===== src/rtl/marker_vector_scheduler_if.sv =====
// marker_vector_scheduler_if
// Bundles the frame/centroid inputs and the issue/status outputs of
// marker_vector_scheduler.
//   master : the side producing frame_start/centroids and observing results
//   slave  : the scheduler itself
// Signals per colour C in {red, purple, green, blue}:
//   C_x_com_in / C_y_com_in / valid_C_in    centroid from the colour detector
//   C_x_com_out / C_y_com_out / valid_C_out latched centroid + issue strobe
// Shared: frame_start_in, vec_ready_out, busy_out,
//         dropped_count_out (8b, saturating), issued_count_out (16b, wrapping)
interface marker_vector_scheduler_if;
    logic        frame_start_in;

    logic [10:0] red_x_com_in;
    logic [9:0]  red_y_com_in;
    logic        valid_red_in;
    logic [10:0] purple_x_com_in;
    logic [9:0]  purple_y_com_in;
    logic        valid_purple_in;
    logic [10:0] green_x_com_in;
    logic [9:0]  green_y_com_in;
    logic        valid_green_in;
    logic [10:0] blue_x_com_in;
    logic [9:0]  blue_y_com_in;
    logic        valid_blue_in;

    logic [10:0] red_x_com_out;
    logic [9:0]  red_y_com_out;
    logic        valid_red_out;
    logic [10:0] purple_x_com_out;
    logic [9:0]  purple_y_com_out;
    logic        valid_purple_out;
    logic [10:0] green_x_com_out;
    logic [9:0]  green_y_com_out;
    logic        valid_green_out;
    logic [10:0] blue_x_com_out;
    logic [9:0]  blue_y_com_out;
    logic        valid_blue_out;

    logic        vec_ready_out;
    logic        busy_out;
    logic [7:0]  dropped_count_out;
    logic [15:0] issued_count_out;

    modport master (
        output frame_start_in,
        output red_x_com_in, red_y_com_in, valid_red_in,
        output purple_x_com_in, purple_y_com_in, valid_purple_in,
        output green_x_com_in, green_y_com_in, valid_green_in,
        output blue_x_com_in, blue_y_com_in, valid_blue_in,
        input  red_x_com_out, red_y_com_out, valid_red_out,
        input  purple_x_com_out, purple_y_com_out, valid_purple_out,
        input  green_x_com_out, green_y_com_out, valid_green_out,
        input  blue_x_com_out, blue_y_com_out, valid_blue_out,
        input  vec_ready_out, busy_out, dropped_count_out, issued_count_out
    );

    modport slave (
        input  frame_start_in,
        input  red_x_com_in, red_y_com_in, valid_red_in,
        input  purple_x_com_in, purple_y_com_in, valid_purple_in,
        input  green_x_com_in, green_y_com_in, valid_green_in,
        input  blue_x_com_in, blue_y_com_in, valid_blue_in,
        output red_x_com_out, red_y_com_out, valid_red_out,
        output purple_x_com_out, purple_y_com_out, valid_purple_out,
        output green_x_com_out, green_y_com_out, valid_green_out,
        output blue_x_com_out, blue_y_com_out, valid_blue_out,
        output vec_ready_out, busy_out, dropped_count_out, issued_count_out
    );
endinterface


===== src/rtl/marker_vector_scheduler.sv =====
// marker_vector_scheduler
// Collects one centroid per marker colour (red, purple, green, blue), issues
// the complete set to the downstream `vectors` block in a single cycle, then
// waits CALC_CYCLES+1 cycles for it to settle before flagging vec_ready_out.
// Incomplete frames are discarded on frame_start and counted.
// Ports:
//   clk_in  : system clock, all state on rising edge
//   rst_in  : synchronous active-high reset
//   bus     : marker_vector_scheduler_if.slave (centroids in, latched
//             centroids / strobes / status out)
//
// state   | meaning
// --------+-----------------------------------------------------------
// COLLECT | latching centroid strobes, building have_mask
// ISSUE   | one cycle: all valid_C_out high, count issue, load timer
// WAIT    | timer counts down; vec_ready_out pulses when it hits zero
module marker_vector_scheduler #(
    parameter int unsigned CALC_CYCLES = 16
) (
    input logic                       clk_in,
    input logic                       rst_in,
    marker_vector_scheduler_if.slave  bus
);

    typedef enum logic [1:0] {
        COLLECT = 2'd0,
        ISSUE   = 2'd1,
        WAIT    = 2'd2
    } state_t;

    localparam logic [7:0] CALC_LOAD = 8'(CALC_CYCLES);

    state_t      state_q;
    state_t      state_d;
    logic [3:0]  have_mask_q;
    logic [7:0]  timer_q;
    logic [7:0]  dropped_q;
    logic [15:0] issued_q;
    logic [10:0] x_q [4];
    logic [9:0]  y_q [4];

    logic [3:0]  strobe;
    logic [10:0] x_in [4];
    logic [9:0]  y_in [4];
    logic [3:0]  mask_merged;
    logic        complete;
    logic        drop;

    logic        issue_strobe;
    logic        busy;
    logic        vec_ready;

    // Colour index order: red=0, purple=1, green=2, blue=3
    assign strobe = {bus.valid_blue_in, bus.valid_green_in,
                     bus.valid_purple_in, bus.valid_red_in};
    assign x_in[0] = bus.red_x_com_in;
    assign x_in[1] = bus.purple_x_com_in;
    assign x_in[2] = bus.green_x_com_in;
    assign x_in[3] = bus.blue_x_com_in;
    assign y_in[0] = bus.red_y_com_in;
    assign y_in[1] = bus.purple_y_com_in;
    assign y_in[2] = bus.green_y_com_in;
    assign y_in[3] = bus.blue_y_com_in;

    // Strobes in the current cycle count toward completion, and completion
    // takes priority over a simultaneous frame_start.
    assign mask_merged = have_mask_q | strobe;
    assign complete    = (state_q == COLLECT) && (mask_merged == 4'hF);
    assign drop        = (state_q == COLLECT) && bus.frame_start_in &&
                         (have_mask_q != 4'h0) && !complete;

    // State register
    always_ff @(posedge clk_in) begin
        if (rst_in) begin
            state_q <= COLLECT;
        end else begin
            state_q <= state_d;
        end
    end

    // Next-state logic
    always_comb begin
        state_d = state_q;
        case (state_q)
            COLLECT: if (complete) state_d = ISSUE;
            ISSUE:   state_d = WAIT;
            WAIT:    if (timer_q == 8'd0) state_d = COLLECT;
            default: state_d = COLLECT;
        endcase
    end

    // Output logic
    always_comb begin
        issue_strobe = 1'b0;
        busy         = 1'b0;
        vec_ready    = 1'b0;
        case (state_q)
            ISSUE: begin
                issue_strobe = 1'b1;
                busy         = 1'b1;
            end
            WAIT: begin
                busy      = 1'b1;
                vec_ready = (timer_q == 8'd0);
            end
            default: ;
        endcase
    end

    // Datapath: mask, coordinates, timer and counters
    always_ff @(posedge clk_in) begin
        if (rst_in) begin
            have_mask_q <= 4'h0;
            timer_q     <= 8'd0;
            dropped_q   <= 8'd0;
            issued_q    <= 16'd0;
            for (int c = 0; c < 4; c++) begin
                x_q[c] <= 11'd0;
                y_q[c] <= 10'd0;
            end
        end else begin
            case (state_q)
                COLLECT: begin
                    for (int c = 0; c < 4; c++) begin
                        if (strobe[c]) begin
                            x_q[c] <= x_in[c];
                            y_q[c] <= y_in[c];
                        end
                    end
                    // A dropping frame_start restarts the mask with whatever
                    // strobes arrived alongside it.
                    if (drop) begin
                        have_mask_q <= strobe;
                        if (dropped_q != 8'hFF) begin
                            dropped_q <= dropped_q + 8'd1;
                        end
                    end else begin
                        have_mask_q <= mask_merged;
                    end
                end
                ISSUE: begin
                    have_mask_q <= 4'h0;
                    issued_q    <= issued_q + 16'd1;
                    timer_q     <= CALC_LOAD;
                end
                WAIT: begin
                    if (timer_q != 8'd0) begin
                        timer_q <= timer_q - 8'd1;
                    end
                end
                default: ;
            endcase
        end
    end

    assign bus.red_x_com_out    = x_q[0];
    assign bus.red_y_com_out    = y_q[0];
    assign bus.purple_x_com_out = x_q[1];
    assign bus.purple_y_com_out = y_q[1];
    assign bus.green_x_com_out  = x_q[2];
    assign bus.green_y_com_out  = y_q[2];
    assign bus.blue_x_com_out   = x_q[3];
    assign bus.blue_y_com_out   = y_q[3];

    assign bus.valid_red_out    = issue_strobe;
    assign bus.valid_purple_out = issue_strobe;
    assign bus.valid_green_out  = issue_strobe;
    assign bus.valid_blue_out   = issue_strobe;

    assign bus.vec_ready_out     = vec_ready;
    assign bus.busy_out          = busy;
    assign bus.dropped_count_out = dropped_q;
    assign bus.issued_count_out  = issued_q;

endmodule


===== src/flat_wrapper.sv =====
// flat-port wrapper written by rule: the top's interface ports become plain ports
module marker_vector_scheduler_flat 
#(
    parameter int unsigned CALC_CYCLES = 16
)
  (clk_in, rst_in, bus_frame_start_in, bus_red_x_com_in, bus_red_y_com_in, bus_valid_red_in, bus_purple_x_com_in, bus_purple_y_com_in, bus_valid_purple_in, bus_green_x_com_in, bus_green_y_com_in, bus_valid_green_in, bus_blue_x_com_in, bus_blue_y_com_in, bus_valid_blue_in, bus_red_x_com_out, bus_red_y_com_out, bus_valid_red_out, bus_purple_x_com_out, bus_purple_y_com_out, bus_valid_purple_out, bus_green_x_com_out, bus_green_y_com_out, bus_valid_green_out, bus_blue_x_com_out, bus_blue_y_com_out, bus_valid_blue_out, bus_vec_ready_out, bus_busy_out, bus_dropped_count_out, bus_issued_count_out);
  marker_vector_scheduler_if bus_i ();
  input logic clk_in;
  input logic rst_in;
  input wire logic [$bits(bus_i.frame_start_in)-1:0] bus_frame_start_in;
  input wire logic [$bits(bus_i.red_x_com_in)-1:0] bus_red_x_com_in;
  input wire logic [$bits(bus_i.red_y_com_in)-1:0] bus_red_y_com_in;
  input wire logic [$bits(bus_i.valid_red_in)-1:0] bus_valid_red_in;
  input wire logic [$bits(bus_i.purple_x_com_in)-1:0] bus_purple_x_com_in;
  input wire logic [$bits(bus_i.purple_y_com_in)-1:0] bus_purple_y_com_in;
  input wire logic [$bits(bus_i.valid_purple_in)-1:0] bus_valid_purple_in;
  input wire logic [$bits(bus_i.green_x_com_in)-1:0] bus_green_x_com_in;
  input wire logic [$bits(bus_i.green_y_com_in)-1:0] bus_green_y_com_in;
  input wire logic [$bits(bus_i.valid_green_in)-1:0] bus_valid_green_in;
  input wire logic [$bits(bus_i.blue_x_com_in)-1:0] bus_blue_x_com_in;
  input wire logic [$bits(bus_i.blue_y_com_in)-1:0] bus_blue_y_com_in;
  input wire logic [$bits(bus_i.valid_blue_in)-1:0] bus_valid_blue_in;
  output wire logic [$bits(bus_i.red_x_com_out)-1:0] bus_red_x_com_out;
  output wire logic [$bits(bus_i.red_y_com_out)-1:0] bus_red_y_com_out;
  output wire logic [$bits(bus_i.valid_red_out)-1:0] bus_valid_red_out;
  output wire logic [$bits(bus_i.purple_x_com_out)-1:0] bus_purple_x_com_out;
  output wire logic [$bits(bus_i.purple_y_com_out)-1:0] bus_purple_y_com_out;
  output wire logic [$bits(bus_i.valid_purple_out)-1:0] bus_valid_purple_out;
  output wire logic [$bits(bus_i.green_x_com_out)-1:0] bus_green_x_com_out;
  output wire logic [$bits(bus_i.green_y_com_out)-1:0] bus_green_y_com_out;
  output wire logic [$bits(bus_i.valid_green_out)-1:0] bus_valid_green_out;
  output wire logic [$bits(bus_i.blue_x_com_out)-1:0] bus_blue_x_com_out;
  output wire logic [$bits(bus_i.blue_y_com_out)-1:0] bus_blue_y_com_out;
  output wire logic [$bits(bus_i.valid_blue_out)-1:0] bus_valid_blue_out;
  output wire logic [$bits(bus_i.vec_ready_out)-1:0] bus_vec_ready_out;
  output wire logic [$bits(bus_i.busy_out)-1:0] bus_busy_out;
  output wire logic [$bits(bus_i.dropped_count_out)-1:0] bus_dropped_count_out;
  output wire logic [$bits(bus_i.issued_count_out)-1:0] bus_issued_count_out;
  assign bus_i.frame_start_in = bus_frame_start_in;
  assign bus_i.red_x_com_in = bus_red_x_com_in;
  assign bus_i.red_y_com_in = bus_red_y_com_in;
  assign bus_i.valid_red_in = bus_valid_red_in;
  assign bus_i.purple_x_com_in = bus_purple_x_com_in;
  assign bus_i.purple_y_com_in = bus_purple_y_com_in;
  assign bus_i.valid_purple_in = bus_valid_purple_in;
  assign bus_i.green_x_com_in = bus_green_x_com_in;
  assign bus_i.green_y_com_in = bus_green_y_com_in;
  assign bus_i.valid_green_in = bus_valid_green_in;
  assign bus_i.blue_x_com_in = bus_blue_x_com_in;
  assign bus_i.blue_y_com_in = bus_blue_y_com_in;
  assign bus_i.valid_blue_in = bus_valid_blue_in;
  assign bus_red_x_com_out = bus_i.red_x_com_out;
  assign bus_red_y_com_out = bus_i.red_y_com_out;
  assign bus_valid_red_out = bus_i.valid_red_out;
  assign bus_purple_x_com_out = bus_i.purple_x_com_out;
  assign bus_purple_y_com_out = bus_i.purple_y_com_out;
  assign bus_valid_purple_out = bus_i.valid_purple_out;
  assign bus_green_x_com_out = bus_i.green_x_com_out;
  assign bus_green_y_com_out = bus_i.green_y_com_out;
  assign bus_valid_green_out = bus_i.valid_green_out;
  assign bus_blue_x_com_out = bus_i.blue_x_com_out;
  assign bus_blue_y_com_out = bus_i.blue_y_com_out;
  assign bus_valid_blue_out = bus_i.valid_blue_out;
  assign bus_vec_ready_out = bus_i.vec_ready_out;
  assign bus_busy_out = bus_i.busy_out;
  assign bus_dropped_count_out = bus_i.dropped_count_out;
  assign bus_issued_count_out = bus_i.issued_count_out;
  marker_vector_scheduler #(.CALC_CYCLES(CALC_CYCLES)) u_core (.clk_in(clk_in), .rst_in(rst_in), .bus(bus_i));
endmodule

===== config.mk =====
export PLATFORM = sky130hd
export DESIGN_NAME = marker_vector_scheduler_flat
export DESIGN_NICKNAME = d
export VERILOG_FILES = /design/src/rtl/marker_vector_scheduler_if.sv /design/src/rtl/marker_vector_scheduler.sv /design/src/flat_wrapper.sv
export SDC_FILE = /design/constraint.sdc
export NUM_CORES = 1
export LEC_CHECK = 0
export CAP_MARGIN = 10
export CORE_MARGIN = 8
export CORE_UTILIZATION = 48
export CTS_BUF_LIST = sky130_fd_sc_hd__clkbuf_8
export DETAILED_ROUTE_END_ITERATION = 10
export PLACE_DENSITY = 0.88
export SLEW_MARGIN = 20
export SYNTH_ARGS = -nofsm -noshare
export SYNTH_HDL_FRONTEND = slang
export SYNTH_SLANG_ARGS = --single-unit

===== constraint.sdc =====
create_clock -name clk_in -period 3.6 [get_ports clk_in]
set_clock_uncertainty 0.2 [all_clocks]
set_input_delay 0.72 -clock clk_in [delete_from_list [all_inputs] [get_ports clk_in]]
set_output_delay 0.72 -clock clk_in [all_outputs]
set_load 0.05 [all_outputs]

-- Word level (Yosys, flattened, before mapping)
Memory sizes are Yosys's and may differ from the RTL's.
Cells that the tools add are included.
- reductions and logical operators: 15
- add/sub/neg operators: 3
- muxes and demuxes: 36
- bitwise gates (word level): 9
- equality and inequality tests: 7
- operators by type and width (cell ; count):
    11-bit 2-to-1 mux ; 4
    10-bit 2-to-1 mux ; 4
    1-bit 2-to-1 mux ; 21
    16-bit by 1-bit adder with 16-bit output (second input constant) ; 1
    8-bit one-hot mux with 2 select lines ; 1
    8-bit by 1-bit adder with 8-bit output (second input constant) ; 1
    8-bit logical NOT ; 1
    8-bit 2-to-1 mux ; 1
    8-bit != test (second input constant) ; 1
    1-bit bitwise OR ; 8
    4-bit one-hot mux with 2 select lines ; 1
    8-bit nonzero test ; 1
    8-bit by 1-bit subtractor with 8-bit output (second input constant) ; 1
    2-bit by 1-bit != test with 1-bit output (second input constant) ; 3
    2-bit one-hot mux with 3 select lines ; 1
    4-bit == test (second input constant) ; 1
    1-bit logical AND ; 4
    2-bit 2-to-1 mux ; 2
    4-bit 2-to-1 mux ; 1
    4-bit bitwise OR ; 1
    2-bit AND reduction ; 2
    2-bit nonzero test ; 2
    4-bit nonzero test ; 1
    3-bit AND reduction ; 1
    5 further kinds ; 5
- output and inout bits: 114
- memories kept: 2
- bits in writable memories: 84
- register bits: 38
- word-level logic and storage cells: 77
- memory list (memory ; words ; bits a word ; read ports ; clocked after Yosys merged registers in ; write ports ; RTL line ; RTL):
    u_core.x_q ; 4 ; 11 ; 4 ; 0 ; 4 ; marker_vector_scheduler.sv:39 ; logic [10:0] x_q [4];
    u_core.y_q ; 4 ; 10 ; 4 ; 0 ; 4 ; marker_vector_scheduler.sv:40 ; logic [9:0] y_q [4];

-- Logic depth before layout (Yosys ltp)
Gate-level depths: netlist of the first run.
- depth after elaboration: 7
- mapped depth: 8
- mapped depth without buffers: 6

-- Worst setup path after synthesis of the first run
No wires, ideal clock.
- path kind: reg-to-output
- start: register u_core.timer_q[0]
- end: output port bus_vec_ready_out
- path slack: 596 ps
- cell stages (with the launch flop): 6
- required time: 2680 ps
- arrival: 2084 ps
- buffers on the path: 1
- cell sequence: dfxtp_1 > inv_1 > ha_1 > or3b_1 > clkbuf_1 > nor3_1
- cells in the longest elaborated chain, start to end: 2
- RTL lines (what ; RTL line ; RTL):
    from (decl) ; marker_vector_scheduler.sv:36 ; logic [7:0] timer_q;
    from (signal assigned) ; marker_vector_scheduler.sv:148 ; timer_q <= timer_q - 8'd1;
    8-bit logical NOT ; marker_vector_scheduler.sv:104 ; vec_ready = (timer_q == 8'd0);
    1-bit 2-to-1 mux ; marker_vector_scheduler.sv:97 ; case (state_q)
    to (decl) ; flat_wrapper.sv:35 ; output wire logic [$bits(bus_i.vec_ready_out)-1:0] bus_vec_ready_out;
No other way between the ends.

-- Final worst setup path of the first run
- start: register u_core.timer_q[5]
- end: output port bus_vec_ready_out
The elaborated chain is that of the path after synthesis.

==> results of run 1 <==
-- layout by cell type, fill, tap and decap left out, drive strengths merged, types with 6 or more instances in the layout --
cell type | synthesis | final
nand2 | 16 | 16
nand4 | 7 | 7
o21ai | 6 | 6
xor2 | 8 | 8
nand2b | 9 | 9
buf | 5 | 8
clkdlybuf4s50 | 0 | 203
dfxtp | 38 | 38
clkbuf | 16 | 17
inv | 6 | 8
and2 | 84 | 84
ha | 8 | 8
a21oi | 18 | 18
clkinv | 0 | 6
edfxtp | 84 | 84
nor2 | 26 | 26
nand3 | 11 | 11
-- worst min-delay path, delay by kind of cell, from the launching register on --
family          cells  cell delay, ns
compound gates      1            0.06
simple gates        1            0.06
flops               1            0.33
-- how the worst max path moves through the flow --
stage | start | slack [ns] | end
global route | u_core.timer_q[5] | 0.41 | bus_vec_ready_out
global placement | u_core.timer_q[5] | 0.58 | bus_vec_ready_out
detailed placement | u_core.timer_q[5] | 0.59 | bus_vec_ready_out
CTS | u_core.timer_q[5] | 0.1 | bus_vec_ready_out
finish | u_core.timer_q[5] | 0.54 | bus_vec_ready_out
floorplan | u_core.timer_q[0] | 0.60 | bus_vec_ready_out
-- cell usage after synthesis, drive strengths merged (3+ instances only) --
cell / number
a21oi: 18
and2: 84
and3: 3
and4: 3
buf: 5
clkbuf: 16
dfxtp: 38
edfxtp: 84
ha: 8
inv: 6
mux2: 5
mux2i: 3
nand2: 16
nand2b: 9
nand3: 11
nand4: 7
nor2: 26
nor2b: 4
nor3: 3
o211ai: 3
o21ai: 6
o31ai: 4
or3: 5
or4: 5
xnor2: 5
xor2: 8
-- logic make-up after synthesis --
family	share of synthesized area (%)
AO/OA/AOI/OAI	5.13
XOR/XNOR	2.28
adder cells (fa/ha/maj)	2.00
buffers and inverters	2.30
flip-flops	65.6
multiplexers	1.73
AND/OR/NAND/NOR	20.9
-- flip-flops by register name (all words and copies together), names as in the netlist --
register                      cells
u_core.bus.dropped_count_out      8
u_core.bus.issued_count_out      16
u_core.have_mask_q                4
u_core.state_q                    2
u_core.timer_q                    8
u_core.x_q                       44
u_core.y_q                       40
-- per-layer routing --
| layer | vias up | routed length, µm | global-route usage, % |
|---|---|---|---|
| met1 | 1817 | 4800 | 18.3 |
| met2 | 153 | 7210 | 34.5 |
| met4 | 0 | 286 | 8.25 |
| met5 | - | 0 | 0 |
| met3 | 24 | 888 | 7.19 |
| li1 | 1838 | - | - |
-- timing repair --
action                     in CTS  in global routing
buffers inserted                0                  0
setup endpoints to repair       0                  1
resized for setup               0                  1
hold buffers                    0                  0
-- metrics by stage --
step	worst slack, ns	cell area [µm²]
2_1_floorplan	0.596	5000
3_3_place_gp	0.584	7170
3_5_place_dp	0.594	7170
4_1_cts	0.0974	7540
5_1_grt	0.408	7560
6_report	0.542	7560
-- area by class of cell --
type,instances,area [µm²],share of cell area [%]
Clock buffer,17,234,3.10
Clock inverter,15,136,1.80
Tap cell,136,170,2.25
Multi-Input combinational cell,252,1610,21.2
Timing Repair Buffer,212,2100,27.9
Sequential cell,122,3280,43.5
Inverter,6,22.5,0.298
-- power by group --
group          switching (µW)  internal, µW  total [µW]
sequential               99.4          1810        1910
clock                     530           600        1130
combinational            1350           653        2000
total                    1980          3070        5040
==> results.tsv, run 1 <==
metric	value	unit
syn_area	5000	µm²
synth.distinct_cells	41	
crit_fanout	6	
core	10200	µm²
hp-class	flip-flop to flip-flop	
drive_gt1_share	6.89	%
critPathKind	flip-flop to output pin	
grt_max_degree	26	
fin_crit	3.06	ns
initial_core_util	48.9	%
max_freq	0.327	GHz
post_synth.cell_area_avg	12.5	µm²
vias_per_cell	5.04	
synth_edf_count	84	
cts_num_sinks	122	
die_x	118	µm
min_period_over_period	84.9	%
total_power	5040	µW
outcome	finished, final reports clean	
clock_latency	0.43	ns
antenna_found_initial	0	
dp_hpwl	10.1	mm
synthFlopType	edfxtp_1	
min-delay-start	u_core.have_mask_q[2]	
yosysSeqAreaShare	65.6	%
io_pins	205	
synthTopCellsByArea	edfxtp_1, dfxtp_1, and2_1	
fin_nets	710	
p_leak	0.00282	µW
cp.depth	3	
slew_headroom	32.1	%
cts-root-buf	clkbuf_8	
hold_depth	2	
crit_family	simple AND/OR/NAND/NOR gates	
routed_wl	13.2	mm
die_area	13900	µm²
synthArstFlopShare	0	%
syn_to_final_growth	51.1	%
die_height	118	µm
synth_fp_nets	500	
end_kind	output pin	
reg2reg_to	u_core.y_q[3][4]	
ant_nets	0	
grt_overflow_total	0	
r2r-start	u_core.state_q[0]	
cp_slowest_cell	or4_1	
fp-row-count	37	
firstDrtPassIters	4	
grt_usage	18.8	%
path_cells	or4_1 > nor3_1 > dlymetal6s2s_1	
wl_per_cell	17.4	µm
synth_top_area_share	50.4	%
crit_path_start_kind	flip-flop	
finalSetupViolCount	0	
finalSetupTns	0	ns
stdcell_count	760	
cts_tree	built	
insertedDiodeCount	0	
critPathRequiredTime	2.68	ns
drv_cap	0	
io_buffers	204	
holdPathEnd	u_core.have_mask_q[2]	
nFillCells	696	
critPathMaxStageDelay	0.68	ns
yosys_warnings	0	
slew_viol_final	0	
critPathBufInv	1	
synth_top_area_cell	edfxtp_1	
hold_viol	0	
reg2regPathDepth	5	
clk_pin_slew	0.07	ns
clk_path_buf_depth	2	
tightestPinTransition	1.01	ns
synthCells	401	
whs	0.283	ns
fin_util	73.9	%
place.gp.congestion	0.808	
drc	0	
dr.first_iter.drc_count	244	
power_density	668	nW/µm²
r2r_setup_slack	1.33	ns
via_count	3832	
place_inst	727	
worstPathArrival	2.14	ns
ctsHtreeMaxLevel	4	
grt_pass1_wl	20.6	mm
vdd.ir_drop.worst	0.000396	V
rsz0062_at_grt	false	
cts_made_buffers	17	
ys_seq_elements	122	
grt_pass1_vias	3933	
Note: power is estimated with default switching activity, not from simulation.
==> run 2, diff against run 1 <==
- CORE_UTILIZATION: 48 -> 40
- PLACE_DENSITY: 0.88 -> 0.78
- clock period: 3.6 -> 2.6 ns (I/O delays scaled with it)
==> results.tsv, run 2 (synthesis results as in run 1) <==
metric	value	unit	change
core	12400	µm²	+21%
hp-class	input pin to flip-flop		
nFillCells	986		+42%
drc	0		unchanged
die_area	16300	µm²	+17%
tightestPinTransition	0.970	ns	-0.0442 ns
critPathKind	flip-flop to output pin		
layout_commonest_cell	clkdlybuf4s50_1		
clock_latency	0.42	ns	about the same
power_density	942	nW/µm²	+41%
die_height	128	µm	+8.3%
rsz0062_at_grt	false		
routed_wl	13.2	mm	+0.33%
firstDrtPassIters	4		unchanged
drv_cap	0		unchanged
total_power	7310	µW	+45%
fin_util	62.5	%	-11 points
vias_per_cell	4.75		-5.9%
hold_viol	0		unchanged
cts_hold_buf	0		unchanged
io_buffers	204		unchanged
grt_max_degree	22		-15%
clk_path_buf_depth	2		unchanged
cts_tree	built		
fp-row-count	41		+11%
die_x	128	µm	+8.3%
fin_crit	2.52	ns	
initial_core_util	40.3	%	-8.6 points
cts_num_sinks	122		unchanged
stdcell_count	801		+5.4%
io_pins	205		unchanged
clk_pin_slew	0.06	ns	about the same
ctsHtreeMaxLevel	4		unchanged
top_register	u_core.x_q		
cts-root-buf	clkbuf_8		
dr.first_iter.drc_count	188		-23%
dp_hpwl	10.1	mm	-0.20%
layout_common_cells	clkdlybuf4s50_1, and2_1, edfxtp_1		
critPathRequiredTime	1.88	ns	-0.80 ns
end_kind	output pin		
grt_usage	16.4	%	-2.4 points
worstPathArrival	1.80	ns	-0.34 ns
whs	0.264	ns	-0.0191 ns
via_count	3802		-0.78%
vdd.ir_drop.worst	0.000643	V	+62%
finalSetupViolCount	0		unchanged
slew_headroom	35.1	%	+3.0 points
insertedDiodeCount	0		unchanged
grt_overflow_total	0		unchanged
antenna_found_initial	0		unchanged
p_leak	0.00288	µW	+2.2%
fin_nets	715		+0.70%
grt_pass1_wl	21.0	mm	+2.0%
ant_nets	0		unchanged
crit_fanout	3		-3
wl_per_cell	16.5	µm	-4.8%
cts_made_buffers	17		unchanged
outcome	finished, final reports clean		
place.gp.congestion	0.789		-2.3%
crit_path_start_kind	flip-flop		
max_freq	0.397	GHz	
finalSetupTns	0	ns	unchanged
slew_viol_final	0		unchanged
grt_pass1_vias	4027		+2.4%
largest_reg_flops	44		unchanged
place_inst	767		+5.5%
drive_gt1_share	10.2	%	+3.3 points
syn_to_final_growth	55.1	%	
min_period_over_period	96.8	%	
==> run 2: repair_timing <==
action                                  CTS  global route
hold endpoints to repair                  0             0
buffers inserted                          0             2
gates cloned                              0             0
endpoints found under the setup margin    1             1
gates resized for setup                   3             8
pin swaps                                 0             1
==> run 2: path summary, 6_finish.rpt <==
check | start | endpoint | slack (ns) | cells after the start
hold reg to reg | u_core.have_mask_q[0] | u_core.have_mask_q[0] | 0.29 | 2
hold / removal | rst_in | u_core.bus.dropped_count_out[0] | 0.26 | 2
setup reg to reg | u_core.state_q[1] | u_core.bus.issued_count_out[15] | 0.31 | 6
setup / recovery | u_core.timer_q[0] | bus_vec_ready_out | 0.08 | 5
==> run 2: layer usage <==
layer  up-vias  part of all wire, %  global-route usage, %
met5         -                    0                      0
met4         0                  1.2                   5.45
met3        12                  8.0                   6.32
met2       132                   53                   29.2
met1      1817                   38                   17.3
li1       1841                    -                      -
==> run 2: power breakdown <==
| group | internal (µW) | switching (µW) | total [µW] |
|---|---|---|---|
| Clock | 1030 | 727 | 1760 |
| Combinational | 1010 | 1900 | 2910 |
| Sequential | 2510 | 132 | 2640 |
| Total | 4550 | 2760 | 7310 |
==> run 2: cell type report <==
type	instances	area, µm²	area share [%]
Sequential cell	122	3290	42.4
Timing Repair Buffer	217	2180	28.1
Multi-Input combinational cell	252	1630	21.0
Clock buffer	17	234	3.02
Tap cell	172	215	2.77
Clock inverter	15	185	2.39
Inverter	6	25.0	0.323
==> run 2: critical path: stages, from the launching register on <==
cell and delay, ns:
dfxtp_4 0.35, inv_4 0.06, ha_2 0.17, or3b_4 0.41, nor3_4 0.23, buf_12 0.17
==> run 2: through the flow <==
stage | setup slack [ns] | area [µm²]
finish | 0.0837 | 7760
global route | 0.000868 | 7760
CTS | 0.00889 | 7730
detailed placement | 0.0318 | 7300
global placement | 0.126 | 7300
floorplan | 0.0657 | 5010
==> run 3, diff against run 2 <==
- ABC_CLOCK_PERIOD_IN_PS: default -> 2600
==> results of run 3 <==
Same layout as run 2: the final DEF is identical, and so are final timing and power.
